==> src/rtl/hazard_tag_pipeline.sv <==
// Hazard tag pipeline: carries register tags and hazard-relevant control bits
// through the Execute, Memory and Writeback stages. It also produces the
// source/destination match flags that the hazard unit consumes.
module hazard_tag_pipeline #(
  parameter int REG_ADDR_W = 4,
  parameter int PC_REG     = 15
) (
  input  logic                  clk,
  input  logic                  rst,
  input  logic [REG_ADDR_W-1:0] RA1D,
  input  logic [REG_ADDR_W-1:0] RA2D,
  input  logic [REG_ADDR_W-1:0] WA3D,
  input  logic                  UseRA1D,
  input  logic                  UseRA2D,
  input  logic                  RegWriteD,
  input  logic                  MemToRegD,
  input  logic                  PCSrcD,
  input  logic                  CondExE,
  input  logic                  FlushE,
  output logic                  Match_1E_M,
  output logic                  Match_1E_W,
  output logic                  Match_2E_M,
  output logic                  Match_2E_W,
  output logic                  Match_12D_E,
  output logic                  RegWriteM,
  output logic                  RegWriteW,
  output logic                  MemToRegE,
  output logic                  PCSrcE,
  output logic                  PCSrcM,
  output logic                  PCSrcW
);

  localparam logic [REG_ADDR_W-1:0] PC_TAG = REG_ADDR_W'(PC_REG);

  // A source matches a destination only when it is really read and is not the PC.
  function automatic logic src_match(input logic                  rd_en,
                                     input logic [REG_ADDR_W-1:0] src,
                                     input logic [REG_ADDR_W-1:0] dst);
    return rd_en & (src != PC_TAG) & (src == dst);
  endfunction

  // Execute stage state
  logic [REG_ADDR_W-1:0] ra1_e_q, ra1_e_d;
  logic [REG_ADDR_W-1:0] ra2_e_q, ra2_e_d;
  logic [REG_ADDR_W-1:0] wa3_e_q, wa3_e_d;
  logic                  use1_e_q, use1_e_d;
  logic                  use2_e_q, use2_e_d;
  logic                  regwr_e_q, regwr_e_d;
  logic                  mem2reg_e_q, mem2reg_e_d;
  logic                  pcsrc_e_q, pcsrc_e_d;

  // Memory stage state (load flag is not needed past Execute by any consumer)
  logic [REG_ADDR_W-1:0] wa3_m_q, wa3_m_d;
  logic                  regwr_m_q, regwr_m_d;
  logic                  pcsrc_m_q, pcsrc_m_d;

  // Writeback stage state
  logic [REG_ADDR_W-1:0] wa3_w_q, wa3_w_d;
  logic                  regwr_w_q, regwr_w_d;
  logic                  pcsrc_w_q, pcsrc_w_d;

  // Next-state: E takes decode or a bubble on flush; M/W always advance, M gated by condition.
  always_comb begin
    ra1_e_d     = RA1D;
    ra2_e_d     = RA2D;
    wa3_e_d     = WA3D;
    use1_e_d    = UseRA1D;
    use2_e_d    = UseRA2D;
    regwr_e_d   = RegWriteD;
    mem2reg_e_d = MemToRegD;
    pcsrc_e_d   = PCSrcD;
    if (FlushE) begin
      ra1_e_d     = '0;
      ra2_e_d     = '0;
      wa3_e_d     = '0;
      use1_e_d    = 1'b0;
      use2_e_d    = 1'b0;
      regwr_e_d   = 1'b0;
      mem2reg_e_d = 1'b0;
      pcsrc_e_d   = 1'b0;
    end
    // A failed condition turns the instruction into a no-write; its tag still moves on.
    wa3_m_d   = wa3_e_q;
    regwr_m_d = regwr_e_q & CondExE;
    pcsrc_m_d = pcsrc_e_q & CondExE;
    wa3_w_d   = wa3_m_q;
    regwr_w_d = regwr_m_q;
    pcsrc_w_d = pcsrc_m_q;
  end

  // Stage registers; reset discards every in-flight instruction, including tags.
  always_ff @(posedge clk) begin
    if (!rst) begin
      ra1_e_q     <= '0;
      ra2_e_q     <= '0;
      wa3_e_q     <= '0;
      use1_e_q    <= 1'b0;
      use2_e_q    <= 1'b0;
      regwr_e_q   <= 1'b0;
      mem2reg_e_q <= 1'b0;
      pcsrc_e_q   <= 1'b0;
      wa3_m_q     <= '0;
      regwr_m_q   <= 1'b0;
      pcsrc_m_q   <= 1'b0;
      wa3_w_q     <= '0;
      regwr_w_q   <= 1'b0;
      pcsrc_w_q   <= 1'b0;
    end else begin
      ra1_e_q     <= ra1_e_d;
      ra2_e_q     <= ra2_e_d;
      wa3_e_q     <= wa3_e_d;
      use1_e_q    <= use1_e_d;
      use2_e_q    <= use2_e_d;
      regwr_e_q   <= regwr_e_d;
      mem2reg_e_q <= mem2reg_e_d;
      pcsrc_e_q   <= pcsrc_e_d;
      wa3_m_q     <= wa3_m_d;
      regwr_m_q   <= regwr_m_d;
      pcsrc_m_q   <= pcsrc_m_d;
      wa3_w_q     <= wa3_w_d;
      regwr_w_q   <= regwr_w_d;
      pcsrc_w_q   <= pcsrc_w_d;
    end
  end

  // Match flags are ungated by RegWrite; the hazard unit qualifies them.
  always_comb begin
    Match_1E_M  = src_match(use1_e_q, ra1_e_q, wa3_m_q);
    Match_1E_W  = src_match(use1_e_q, ra1_e_q, wa3_w_q);
    Match_2E_M  = src_match(use2_e_q, ra2_e_q, wa3_m_q);
    Match_2E_W  = src_match(use2_e_q, ra2_e_q, wa3_w_q);
    Match_12D_E = src_match(UseRA1D, RA1D, wa3_e_q) | src_match(UseRA2D, RA2D, wa3_e_q);
  end

  assign RegWriteM = regwr_m_q;
  assign RegWriteW = regwr_w_q;
  assign MemToRegE = mem2reg_e_q;
  assign PCSrcE    = pcsrc_e_q;
  assign PCSrcM    = pcsrc_m_q;
  assign PCSrcW    = pcsrc_w_q;

endmodule

==> config.mk <==
export PLATFORM = sky130hd
export DESIGN_NAME = hazard_tag_pipeline
export DESIGN_NICKNAME = d
export VERILOG_FILES = /design/src/rtl/hazard_tag_pipeline.sv
export SDC_FILE = /design/constraint.sdc
export NUM_CORES = 1
export LEC_CHECK = 0
export ABC_AREA = 1
export CORE_MARGIN = 2
export CORE_UTILIZATION = 50
export DETAILED_ROUTE_END_ITERATION = 7
export MAX_ROUTING_LAYER = met4
export PLACE_DENSITY_LB_ADDON = 0.08
export SYNTH_ARGS = -nofsm -noshare
export SYNTH_HDL_FRONTEND = slang
export SYNTH_SLANG_ARGS = --single-unit
==> constraint.sdc <==
create_clock -name clk -period 1.6 [get_ports clk]
set_input_delay 0.32 -clock clk [delete_from_list [all_inputs] [get_ports clk]]
set_output_delay 0.32 -clock clk [all_outputs]
set_load 0.02 [all_outputs]
==> reports/results.ini <==
[synth]
mappedNetlistArea_um2=1320
synth_seq_cells=29
synth_warnings=0
ys_seq_area_share_pct=43.9
synthCells=182
syn-num-nets=203
synth_cell_types=13
syn_area_per_cell_um2=7.27

[detailed_routing]
ant_nets=0
drtIter0Drc=37
drt_wl_total_um=2620
vias=1182
drtPass1Iterations=4
drc=0
viasPerCell=4.49
wl_per_cell_um=9.97

[sta]
timing.final.crit_period_ns=1.58
rsz0062_at_grt=yes
fmax_mhz=634
slew_headroom_pct=84.6
final-hold-violation-count=0
skew_ns=0.00934
setup_viol=0
worst_pin_slew_ns=0.230
finalSetupTns_ns=0
timing.final.crit_share_pct=98.6
drv_slew=0

[layout]
area_growth_pct=40.7
diodes=0
nets=253
drive_gt1_share_pct=26.6
fillCellCount=200
instances_no_fill=263

[clock_tree]
cts_tree=built
hold_buffers=0
insertion_delay_ns=0.32
cts_buffers=5
cts.sinks=29
cts_root_buffer=clkbuf_4
cts_setup_buffers=0
htree_levels=2
cts_buffer_depth=2
path_clk_slew_ns=0.09

[grt]
track_usage_pct=19.0
antenna_found_initial=0
grt_pass1_wl_um=4400
grt_pass1_vias=1150
grt_overflow=0
grt_start_max_net_pins=18

[floorplan]
row_count=18
die_h_um=55.5
io_pins=32
fp.dieArea_um2=3080
coreArea_um2=2500
start_util_pct=53.0
die_w_um=55.5

[place]
dp_hpwl_um=1980
place_inst=255
gp_congestion=0.910
io_buffers=31

[setup_path]
r2r-start=wa3_e_q[0]
ff2ff_setup_slack_ns=0.92
worstRegToRegCells=3
critPathRequiredTime_ns=1.28
cp.arrival_ns=1.26
cp_max_fo=4
critPathKind=reg -> out
startpoint_type=flop
endpoint_kind=output pin
rr_endpoint=wa3_m_q[0]

[hold_path]
hold_path_end=ra2_e_q[0]
hold_class=in -> reg
hold_depth=4
hold_start=RA2D[0]

[power]
vdd_drop_max_uv=631
leakagePower_uw=0.00103
p_per_area_nw_per_um2=799

[run_status]
status=completed

[job]
maxCapViolations=0

-- cell families (layout without fill, tap and decap cells) --
kind of cell           after synthesis  in the layout  synth area share, %
flip-flops                          29             29                 43.9
AO/OA/AOI/OAI                        2              2                 1.13
XOR/XNOR                            12             12                 7.94
AND/OR/NAND/NOR                     99             99                 34.3
buffers and inverters               40             91                 12.8
-- power breakdown --
group	switching, µW	internal (µW)
clock	246	254
combinational	106	118
sequential	21.7	742
total	374	1110
-- per-layer routing --
metal  GRT usage, %  routed length (µm)  vias up
li1               -                   -      615
met1           18.5                1070      505
met2           33.7                1270       51
met3           4.45                 189       11
met4           11.5                  89        0
met5              -                   0        -
-- through the flow --
step	setup slack (ns)	hold slack (ns)	utilization, %	power [µW]	instance area (µm²)
after floorplan	0.378	0.402	-	895	1320
after global placement	-0.552	0.413	70.7	1000	1770
after detailed placement	-0.553	0.426	70.7	1010	1770
after CTS	-0.0222	0.438	72.7	1500	1820
after global routing	-0.0671	0.374	74.5	1570	1860
final	0.0225	0.361	74.5	1490	1860
-- critical path, stage by stage (launching register included) --
cell and delay (ns):
dfxtp_4 0.37, xor2_1 0.18, nor2_2 0.11, nand2_1 0.05, nor2_1 0.08, buf_4 0.14
-- timing repair --
item / 4_1_cts / 5_1_grt
pin swaps: 4 / 12
setup endpoints to repair: 8 / 7
gates resized for setup: 40 / 28
endpoints found under the hold margin: 0 / 0
gates cloned: 0 / 0
-- synth_stat cells --
cell | n | area [µm²]
clkbuf_1 | 1 | 3.75
nand3_1 | 4 | 20.0
xnor2_1 | 8 | 70.1
nor2_4 | 10 | 113
inv_1 | 37 | 139
or2_1 | 1 | 6.26
nor2_1 | 21 | 78.8
dfxtp_1 | 29 | 581
buf_6 | 1 | 11.3
nand2_1 | 63 | 236
xor2_1 | 4 | 35.0
buf_8 | 1 | 15.0
o21a_1 | 2 | 15.0
-- how the worst max path moves through the flow --
stage	depth (start not counted)	slack, ns	from	to
floorplan	6	0.38	ra1_e_q[2]	Match_1E_W
global placement	8	-0.55	RA2D[2]	Match_12D_E
detailed placement	8	-0.55	RA1D[2]	Match_12D_E
CTS	8	-0.02	RA2D[0]	Match_12D_E
global route	5	-0.07	ra2_e_q[2]	Match_2E_M
finish	5	0.02	ra1_e_q[2]	Match_1E_M
-- area by class of cell --
| cell class | count | area, µm² | share of cell area, % |
|---|---|---|---|
| Clock buffer | 7 | 65.1 | 3.49 |
| Clock inverter | 1 | 5.00 | 0.269 |
| Inverter | 37 | 141 | 7.59 |
| Multi-Input combinational cell | 113 | 584 | 31.4 |
| Sequential cell | 29 | 608 | 32.6 |
| Tap cell | 30 | 37.5 | 2.01 |
| Timing Repair Buffer | 46 | 422 | 22.6 |
-- state kept, by name (all words and copies together), names as in the netlist --
signal,count
ra2_e_q,4
RegWriteW,1
RegWriteM,1
wa3_e_q,4
PCSrcW,1
PCSrcM,1
ra1_e_q,4
use1_e_q,1
PCSrcE,1
regwr_e_q,1
wa3_w_q,4
use2_e_q,1
MemToRegE,1
wa3_m_q,4
-- cell usage in the layout, fill, tap and decap left out, drive strengths merged, types with 3 or more instances in the layout --
master         synthesis  routed
nor2                  31      31
nand2                 63      63
nand3                  4       4
xnor2                  8       8
clkbuf                 1       7
dlygate4sd2            0      10
clkdlybuf4s50          0      13
dlymetal6s2s           0       3
xor2                   4       4
buf                    2      20
inv                   37      37
dfxtp                 29      29
Power figures use the tool's default switching activity.
